## src/rtl/dot_scan_ctrl_if.sv

```systemverilog
// Dot coordinate ROM port: the controller drives the address, and the ROM returns
// the coordinates one cycle later.
interface dot_scan_ctrl_if #(
    parameter int IDX_W = 5
);
    logic [IDX_W-1:0] rom_addr;
    logic [9:0]       rom_x;
    logic [9:0]       rom_y;

    modport master (output rom_addr, input rom_x, input rom_y);
    modport slave  (input rom_addr, output rom_x, output rom_y);
endinterface

```

## src/rtl/dot_scan_ctrl.sv

```systemverilog
// Frame-driven dot field scanner: tracks the eaten bitmap, dots_left, score and level clear.
// Optional power pellets (frightened timer) are enabled by defining POWER_PELLET_EN.
//
// state   | meaning
// IDLE    | waiting for frame_start
// SCAN    | issuing ROM addresses 0..NUM_DOTS-1
// DRAIN   | comparing the final ROM entry
// DONE    | scan_done pulse, then go to CLEARED or IDLE
// CLEARED | every dot eaten, held until level_restart
module dot_scan_ctrl #(
    parameter int                  NUM_DOTS      = 32,
    parameter int                  IDX_W         = 5,
    parameter int                  HIT_RADIUS    = 4,
    parameter int                  DOT_POINTS    = 10,
    parameter logic [NUM_DOTS-1:0] PELLET_MASK   = '0,
    parameter int                  FRIGHT_FRAMES = 300
) (
    input  logic                  Clk,
    input  logic                  Reset_n,
    input  logic                  frame_start,
    input  logic [9:0]            pX,
    input  logic [9:0]            pY,
    input  logic                  level_restart,
    dot_scan_ctrl_if.master       rom,
    output logic [NUM_DOTS-1:0]   dots_eaten,
    output logic [IDX_W:0]        dots_left,
    output logic [15:0]           score,
    output logic                  busy,
    output logic                  dot_eat,
    output logic                  scan_done,
    output logic                  level_clear,
    output logic                  frightened
);

    typedef enum logic [2:0] {IDLE, SCAN, DRAIN, DONE, CLEARED} state_t;

    localparam logic [IDX_W-1:0] LAST_IDX  = IDX_W'(NUM_DOTS - 1);
    localparam logic [IDX_W:0]   LEFT_INIT = (IDX_W + 1)'(NUM_DOTS);
    localparam logic [10:0]      RADIUS    = 11'(HIT_RADIUS);

    state_t           state, state_nxt;
    logic [IDX_W-1:0] idx;
    logic [IDX_W-1:0] cmp_idx;
    logic             cmp_valid;
    logic [9:0]       px_lat, py_lat;
    logic [10:0]      dx, dy;
    logic             near;
    logic             eat;
    logic [15:0]      pts;
    logic [16:0]      score_sum;
    logic [15:0]      score_nxt;

    always_ff @(posedge Clk or negedge Reset_n) begin
        if (!Reset_n) state <= IDLE;
        else          state <= state_nxt;
    end

    always_comb begin
        state_nxt = state;
        if (level_restart) begin
            state_nxt = IDLE;
        end else begin
            case (state)
                IDLE:    if (frame_start) state_nxt = SCAN;
                SCAN:    if (idx == LAST_IDX) state_nxt = DRAIN;
                DRAIN:   state_nxt = DONE;
                DONE:    state_nxt = (dots_left == '0) ? CLEARED : IDLE;
                CLEARED: state_nxt = CLEARED;
                default: state_nxt = IDLE;
            endcase
        end
    end

    always_comb begin
        busy        = 1'b0;
        scan_done   = 1'b0;
        level_clear = 1'b0;
        case (state)
            SCAN, DRAIN: busy = 1'b1;
            DONE: begin
                busy      = 1'b1;
                scan_done = 1'b1;
            end
            CLEARED: level_clear = 1'b1;
            default: ;
        endcase
    end

    // idx rests at 0 outside SCAN, so the ROM address is simply the scan index
    assign rom.rom_addr = idx;

    // Unsigned 11-bit absolute differences against the coordinates latched at frame_start
    always_comb begin
        dx   = ({1'b0, px_lat} >= {1'b0, rom.rom_x}) ? ({1'b0, px_lat} - {1'b0, rom.rom_x})
                                                     : ({1'b0, rom.rom_x} - {1'b0, px_lat});
        dy   = ({1'b0, py_lat} >= {1'b0, rom.rom_y}) ? ({1'b0, py_lat} - {1'b0, rom.rom_y})
                                                     : ({1'b0, rom.rom_y} - {1'b0, py_lat});
        near = (dx <= RADIUS) && (dy <= RADIUS);
        eat  = cmp_valid && near && !dots_eaten[cmp_idx] && !level_restart;
    end

`ifdef POWER_PELLET_EN
    localparam int              FR_W      = $clog2(FRIGHT_FRAMES + 1);
    localparam logic [FR_W-1:0] FR_RELOAD = FR_W'(FRIGHT_FRAMES);

    logic [FR_W-1:0] fright_cnt;

    assign pts = PELLET_MASK[cmp_idx] ? 16'd50 : 16'(DOT_POINTS);

    always_ff @(posedge Clk or negedge Reset_n) begin
        if (!Reset_n)                                  fright_cnt <= '0;
        else if (level_restart)                        fright_cnt <= '0;
        else if (eat && PELLET_MASK[cmp_idx])          fright_cnt <= FR_RELOAD;
        else if (state == DONE && fright_cnt != '0)    fright_cnt <= fright_cnt - 1'b1;
    end

    assign frightened = (fright_cnt != '0);
`else
    localparam logic [NUM_DOTS-1:0] unused_pellet_mask = PELLET_MASK;
    localparam int                  unused_fright      = FRIGHT_FRAMES;

    assign pts        = 16'(DOT_POINTS);
    assign frightened = 1'b0;
`endif

    always_comb begin
        score_sum = {1'b0, score} + {1'b0, pts};
        score_nxt = score_sum[16] ? 16'hFFFF : score_sum[15:0];
    end

    always_ff @(posedge Clk or negedge Reset_n) begin
        if (!Reset_n) begin
            idx        <= '0;
            cmp_idx    <= '0;
            cmp_valid  <= 1'b0;
            px_lat     <= '0;
            py_lat     <= '0;
            dots_eaten <= '0;
            dots_left  <= LEFT_INIT;
            score      <= '0;
            dot_eat    <= 1'b0;
        end else begin
            dot_eat <= eat;
            if (level_restart) begin
                idx        <= '0;
                cmp_valid  <= 1'b0;
                dots_eaten <= '0;
                dots_left  <= LEFT_INIT;
            end else begin
                cmp_valid <= (state == SCAN);
                cmp_idx   <= idx;
                if (state == IDLE && frame_start) begin
                    px_lat <= pX;
                    py_lat <= pY;
                    idx    <= '0;
                end else if (state == SCAN) begin
                    idx <= (idx == LAST_IDX) ? '0 : idx + 1'b1;
                end
                if (eat) begin
                    dots_eaten[cmp_idx] <= 1'b1;
                    dots_left           <= dots_left - 1'b1;
                    score               <= score_nxt;
                end
            end
        end
    end

endmodule

```

## src/flat_wrapper.sv

```systemverilog
// flat-port wrapper written by rule: the top's interface ports become plain ports
module dot_scan_ctrl_flat 
#(
    parameter int                  NUM_DOTS      = 32,
    parameter int                  IDX_W         = 5,
    parameter int                  HIT_RADIUS    = 4,
    parameter int                  DOT_POINTS    = 10,
    parameter logic [NUM_DOTS-1:0] PELLET_MASK   = '0,
    parameter int                  FRIGHT_FRAMES = 300
)
  (Clk, Reset_n, frame_start, pX, pY, level_restart, dots_eaten, dots_left, score, busy, dot_eat, scan_done, level_clear, frightened, rom_rom_addr, rom_rom_x, rom_rom_y);
  dot_scan_ctrl_if #(.IDX_W(IDX_W)) rom_i ();
  input  logic Clk;
  input  logic Reset_n;
  input  logic frame_start;
  input  logic [9:0] pX;
  input  logic [9:0] pY;
  input  logic level_restart;
  output logic [NUM_DOTS-1:0] dots_eaten;
  output logic [IDX_W:0] dots_left;
  output logic [15:0] score;
  output logic busy;
  output logic dot_eat;
  output logic scan_done;
  output logic level_clear;
  output logic frightened;
  output wire logic [$bits(rom_i.rom_addr)-1:0] rom_rom_addr;
  input wire logic [$bits(rom_i.rom_x)-1:0] rom_rom_x;
  input wire logic [$bits(rom_i.rom_y)-1:0] rom_rom_y;
  assign rom_rom_addr = rom_i.rom_addr;
  assign rom_i.rom_x = rom_rom_x;
  assign rom_i.rom_y = rom_rom_y;
  dot_scan_ctrl #(.NUM_DOTS(NUM_DOTS), .IDX_W(IDX_W), .HIT_RADIUS(HIT_RADIUS), .DOT_POINTS(DOT_POINTS), .PELLET_MASK(PELLET_MASK), .FRIGHT_FRAMES(FRIGHT_FRAMES)) u_core (.Clk(Clk), .Reset_n(Reset_n), .frame_start(frame_start), .pX(pX), .pY(pY), .level_restart(level_restart), .rom(rom_i), .dots_eaten(dots_eaten), .dots_left(dots_left), .score(score), .busy(busy), .dot_eat(dot_eat), .scan_done(scan_done), .level_clear(level_clear), .frightened(frightened));
endmodule
```

## config.mk

```make
export PLATFORM = sky130hd
export DESIGN_NAME = dot_scan_ctrl_flat
export DESIGN_NICKNAME = d
export VERILOG_FILES = /design/src/rtl/dot_scan_ctrl_if.sv /design/src/rtl/dot_scan_ctrl.sv /design/src/flat_wrapper.sv
export SDC_FILE = /design/constraint.sdc
export NUM_CORES = 1
export LEC_CHECK = 0
export CAP_MARGIN = 5
export CORE_ASPECT_RATIO = 1.75
export CORE_UTILIZATION = 30
export CTS_CLUSTER_SIZE = 10
export DETAILED_ROUTE_END_ITERATION = 8
export HOLD_SLACK_MARGIN = 0.08
export RECOVER_POWER = 25
export SLEW_MARGIN = 20
export SYNTH_ARGS = -nofsm -noshare
export SYNTH_HDL_FRONTEND = slang
export SYNTH_SLANG_ARGS = --single-unit
```

## constraint.sdc

```tcl
create_clock -name Clk -period 5.02 [get_ports Clk]
set_input_delay 0.753 -clock Clk [delete_from_list [all_inputs] [get_ports Clk]]
set_output_delay 0.753 -clock Clk [all_outputs]
set_load 0.02 [all_outputs]
```

==> out/metrics.yaml, run 1 <==
grt_pass1_vias: 5544
yosys.cell_types.count: 74
first_pass_iters: 7
yosys-top-cells-area: "dfrtp_1 (35%), ha_1 (8.8%), inv_1 (5.3%), o22ai_1 (3.3%), o21ai_0 (3.3%)"
cts.sinks: 89
globalplace.congestion: 0.8598
start_kind: "input pin"
cp-end-kind: "flip-flop"
ant_nets: 0
finalNonFillerCells: 1040
synth_fp_nets: 781
antenna_found_initial: 0
numCtsBuffers: 9
cts_buffer_depth: 2
final_cell_mix: "clkdlybuf4s50_1 (104), inv_1 (88), dfrtp_1 (88), nand2_1 (51), nor2_1 (45)"
post-route-min-period_ps: 4224
async_flop_share_pct: 100.0
ys_seq_area_share_pct: 35.63
htreeDepth: 3
wire_per_inst_um: 16.87
postSynthCellCount: 693
die_x_um: 111.1
synth_ff_type: "dfrtp_1"
layout.nets: 875
hold_violations: 0
tns_ps: 0
post-dp-hpwl_um: 12960
relSlewSlack_pct: -83.65
critical_path_class: "in -> reg"
viasPerCell: 5.242
core.rowCount: 69
rsz0062_at_grt: "false"
clk_pin_slew_ps: 60
antenna-diode-count: 0
overflow: 0
synth_area_leader_cell: "dfrtp_1"
cts.hold.buffers_added: 0
start_util_pct: 30.69
cp.arrival_ps: 4460
drt-initial-drc-count: 207
r2r_cells: 11
drcViolationCount: 17
fin_skew_ps: 11.84
peakVddDrop_uv: 196.3
fin_crit_sh_pct: 84.15
ctsResizeCount: 0
grt_usage_pct: 16.76
cp_max_fo: 15
grt_start_max_net_pins: 47
die_h_um: 193.0
drive_above_1_share_pct: 9.722
syn_area_um2: 6253
syn_avg_cell_area_um2: 9.024
p_leak_nw: 3.426
crit_required_ps: 5260
insertion_delay_ps: 360
min_path_cells: 1
io_buffers: 106
synth_edf_count: 0
cellPowerDensity_nw_per_um2: 279.3
ys_warn_count: 0
cts_setup_buffers: 0
hold_path.class: "reg -> reg"
wirelength_um: 17540
finalMaxSlewViolations: 94
vias: 5452
tightest_slew_ps: 2755
ys_seq_elements: 89
fmax_mhz: 236.7
core-area_um2: 20370
synth_top_area_share_pct: 35.21
grt_pass1_wl_um: 28260
failed_checks: "DRC, capacitance limit, slew limit"
cts_tree: "done"
cts-root-buf: "clkbuf_16"
status: "finished with violations"
drv_cap: 2
ioPinCount: 108
area_growth_syn_to_layout_pct: 24.87
setup_violations: 0
place_inst: 1024
layout_commonest_cell: "clkdlybuf4s50_1"
dieArea_um2: 21450
## path summary, 6_finish.rpt
path / from / endpoint / slack, ps
worst max-delay path: rom_rom_x[4] / u_core.score[4] / 800
worst min-delay path: u_core.score[0] / u_core.score[0] / 470
worst max register to register: u_core.px_lat[4] / u_core.score[4] / 1350
worst min register to register: u_core.score[0] / u_core.score[0] / 470
max in group asynchronous: Reset_n / u_core.score[2] / 1510
min in group asynchronous: Reset_n / u_core.dots_eaten[13] / 1280
## worst max-delay path, stage by stage
cell             delay (ps)
clkdlybuf4s50_1         490
inv_1                    50
ha_1                    360
and2_1                  200
nand2_1                  80
or3b_1                  410
a31oi_4                 330
mux2_4                  340
a2111oi_2               360
and4_1                  300
buf_4                   240
and3_1                  210
mux2_2                  330
## sequential cells by signal (all words and copies together) (netlist names), 3 cells and up
signal,cells
u_core.state,3
u_core.rom.rom_addr,5
u_core.dots_eaten,32
u_core.px_lat,10
u_core.score,16
u_core.py_lat,10
u_core.cmp_idx,5
u_core.dots_left,6
## layer usage
layer	GRT usage [%]	vias up	wire length [um]
li1	-	2651	-
met1	17.60	2639	6662
met2	32.68	137	9652
met3	2.720	25	773
met4	7.484	0	455
met5	0	-	0
## final cells by class
| type | instances | area (um^2) |
|---|---|---|
| Sequential cell | 89 | 2228 |
| Timing Repair Buffer | 114 | 1106 |
| Inverter | 88 | 330.3 |
| Clock inverter | 5 | 61.31 |
| Clock buffer | 11 | 252.7 |
| Multi-Input combinational cell | 485 | 3520 |
| Fill cell | 2072 | 12570 |
| Tap cell | 248 | 310.3 |
## cell usage after synthesis (4+ instances only)
master	instances
mux2i_1	14
and2_1	7
a31oi_1	19
o211ai_1	5
mux4_2	8
nand2b_1	14
nor2_1	46
o22ai_1	33
mux2_4	9
or4_1	4
inv_1	88
and3_1	7
dfrtp_1	88
nor4_1	4
a21o_1	13
ha_1	44
mux2_2	9
nand4_1	7
or3_1	5
nor3_1	14
xor2_1	7
nand3_1	13
nand2_1	51
nor2b_1	7
a21oi_1	39
o21a_1	5
nand3_2	7
buf_4	5
clkbuf_1	18
o21ai_0	41
## stage by stage
step | setup slack, ps | area, um^2 | power [mW] | hold slack, ps | utilization [%]
after global placement | 491.4 | 7502 | 1.460 | 454.5 | 36.82
after detailed placement | 408.2 | 7502 | 1.464 | 453.2 | 36.82
after CTS | 783.3 | 7816 | 2.208 | 455.1 | 38.36
after floorplan | 1314 | 6254 | 1.282 | 457.4 | -
final | 795.6 | 7809 | 2.181 | 465.8 | 38.33
after global routing | 543.3 | 7809 | 2.316 | 510.7 | 38.33
## where the power goes
part | switching, mW | internal (mW) | total, mW
registers | 0.0262 | 0.750 | 0.776
logic | 0.404 | 0.274 | 0.678
clock network | 0.310 | 0.417 | 0.727
## kinds of logic (layout without fill, tap and decap cells)
group / Yosys count / count (layout) / share of synthesized area, %
other cells: 1 / 1 / 0.05997
flops: 89 / 89 / 35.63
simple gates: 206 / 206 / 18.21
mux: 40 / 40 / 8.903
buf+inv: 119 / 218 / 8.123
xor+xnor: 9 / 9 / 1.261
fa+ha+maj: 44 / 44 / 8.804
compound gates: 185 / 185 / 19.01
No activity file was read; power rests on OpenSTA's default activity.
==> run 2, diff against run 1 <==
==> constraint.sdc (replaced) <==
create_clock -name Clk -period 3.85 [get_ports Clk]
set_input_delay 0.5775 -clock Clk [delete_from_list [all_inputs] [get_ports Clk]]
set_output_delay 0.5775 -clock Clk [all_outputs]
set_load 0.02 [all_outputs]
==> run 2 against run 1 <==
Compared with the run above:
- the flow still finishes with violations (DRC, capacitance limit, slew limit)
- sequential share of layout area shrank 2.3 points
- setup slack lost 620 ps
- sequential power grew 30%
- critical path depth grew 2
- combinational power grew 65%
- clock skew shrank 3.4 ps
- core utilization grew 3.4 points
- power grew 41%
- cell area grew 8.9%
- sequential cell count is the same
==> out/metrics.yaml, run 2 (synthesized netlist as in run 1, its figures left out) <==
reg_top3: "u_core.dots_eaten (32), u_core.score (16)"
grt_usage_pct: 17.49  # +0.73 points
layout_commonest_cell: "clkdlybuf4s50_1"
cts_tree: "done"
wire_per_inst_um: 16.21  # -3.9%
htreeDepth: 3  # unchanged
final_cell_mix: "clkdlybuf4s50_1 (104), inv_1 (88), dfrtp_1 (88), buf_4 (86), nand2_1 (51)"
drive_above_1_share_pct: 19.84  # +10 points
overflow: 0  # unchanged
start_util_pct: 30.69  # unchanged
core-area_um2: 20370  # unchanged
crit_required_ps: 4120  # -1140 ps
cts.hold.buffers_added: 0  # unchanged
ant_nets: 0  # unchanged
start_kind: "input pin"
area_growth_syn_to_layout_pct: 36.01
relSlewSlack_pct: -21.74  # +62 points
cts.sinks: 89  # unchanged
vias: 5723  # +5.0%
hold_ws_ps: 462.5  # -3.316 ps
dieArea_um2: 21450  # unchanged
die_x_um: 111.1  # unchanged
tightest_slew_ps: 1826  # -928.6 ps
setup_violations: 0  # unchanged
drcViolationCount: 17  # unchanged
peakVddDrop_uv: 226.2  # +15%
dpl_worst_slack_ps: -371.4  # -779.6 ps
grt_pass1_vias: 5901  # +6.4%
insertion_delay_ps: 360  # about the same
cp-end-kind: "flip-flop"
layout.nets: 955  # +9.1%
critical_path_class: "in -> reg"
largest_reg_flops: 32  # unchanged
antenna_found_initial: 0  # unchanged
totalPowerFinal_mw: 3.083  # +41%
fin_ws_ps: 171.9  # -623.7 ps
wirelength_um: 18150  # +3.5%
ioPinCount: 108  # unchanged
drt-initial-drc-count: 244  # +18%
antenna-diode-count: 0  # unchanged
io_buffers: 106  # unchanged
hold_violations: 0  # unchanged
post-route-min-period_ps: 3678
grt_start_max_net_pins: 72  # +53%
numCtsBuffers: 9  # unchanged
fin_skew_ps: 8.387  # -3.449 ps
top_register: "u_core.dots_eaten"
failed_checks: "DRC, capacitance limit, slew limit"
cts_buffer_depth: 2  # unchanged
core.rowCount: 69  # unchanged
post-dp-hpwl_um: 13770  # +6.2%
cp.arrival_ps: 3950  # -510 ps
drv_cap: 1  # -1
clk_pin_slew_ps: 70  # about the same
grt_pass1_wl_um: 29450  # +4.2%
cts-root-buf: "clkbuf_16"
die_h_um: 193.0  # unchanged
globalplace.congestion: 0.8551  # -0.55%
fmax_mhz: 271.9
cellPowerDensity_nw_per_um2: 362.4  # +30%
first_pass_iters: 6  # -1
fin_crit_sh_pct: 95.54
status: "finished with violations"
p_leak_nw: 3.836  # +12%
finalMaxSlewViolations: 72  # -23%
hold_path.class: "reg -> reg"
viasPerCell: 5.110  # -2.5%
cp_max_fo: 8  # -7
==> run 2: repair_timing <==
action / 4_1_cts / 5_1_grt
endpoints found under the setup margin: 2 / 50
gates resized for setup: 1 / 17
setup buffers: 0 / 1
pin swaps: 0 / 6
endpoints found under the hold margin: 0 / 0
==> run 2: critical path: stages <==
cell             delay (ps)
clkdlybuf4s50_1         480
inv_1                    50
ha_1                    330
buf_4                   160
a21oi_1                 170
nand2_1                 100
o21a_1                  250
buf_4                   170
nor4b_1                 330
nor3_1                  110
nor4_1                  290
and4_4                  320
buf_6                   160
nand4_4                 230
o22ai_1                 210
==> run 2: final timing paths <==
kind / startpoint / end / slack, ps / cells after the start
worst max register to register: u_core.px_lat[4] / u_core.dots_eaten[31] / 540 / 11
max in group asynchronous: Reset_n / u_core.dots_eaten[13] / 2000 / 2
worst min-delay path: u_core.score[0] / u_core.score[0] / 460 / 1
min in group asynchronous: Reset_n / u_core.dots_eaten[15] / 690 / 1
worst min register to register: u_core.score[0] / u_core.score[0] / 460 / 1
worst max-delay path: rom_rom_y[4] / u_core.dots_eaten[31] / 170 / 15
==> run 2: layer usage <==
layer  up-vias  part of all wire, %  routed length, um  GRT usage [%]
met5         -                    0                  0              0
met4         0                  2.9                520          7.588
met3        30                  3.1                560          2.595
met2       122                   55               9978          34.08
met1      2768                   39               7094          18.60
li1       2803                    -                  -              -
==> run 2: area by class of cell <==
type	instances	area (um^2)
clock inverter	5	63.81
clock buffer	11	252.7
sequential	89	2228
timing repair buffer	194	1719
multi-input combinational	485	3601
tap	248	310.3
inverter	88	330.3
fill	2047	11870
==> run 2: through the flow <==
| step | area, um^2 | setup TNS [ps] | util (%) | instances |
|---|---|---|---|---|
| 2_1_floorplan | 6254 | 0 | - | 693 |
| 3_3_place_gp | 8095 | -16110 | 39.73 | 1103 |
| 3_5_place_dp | 8095 | -17180 | 39.73 | 1103 |
| 4_1_cts | 8413 | 0 | 41.29 | 1119 |
| 5_1_grt | 8506 | -24.86 | 41.75 | 1120 |
| 6_report | 8506 | 0 | 41.75 | 1120 |
==> run 2: power breakdown <==
group | total, mW | switching (mW) | leakage [nW] | internal, mW
Combinational | 1.12 | 0.576 | 2.48 | 0.543
Sequential | 1.01 | 0.0346 | 1.20 | 0.978
Clock | 0.951 | 0.408 | 0.152 | 0.543
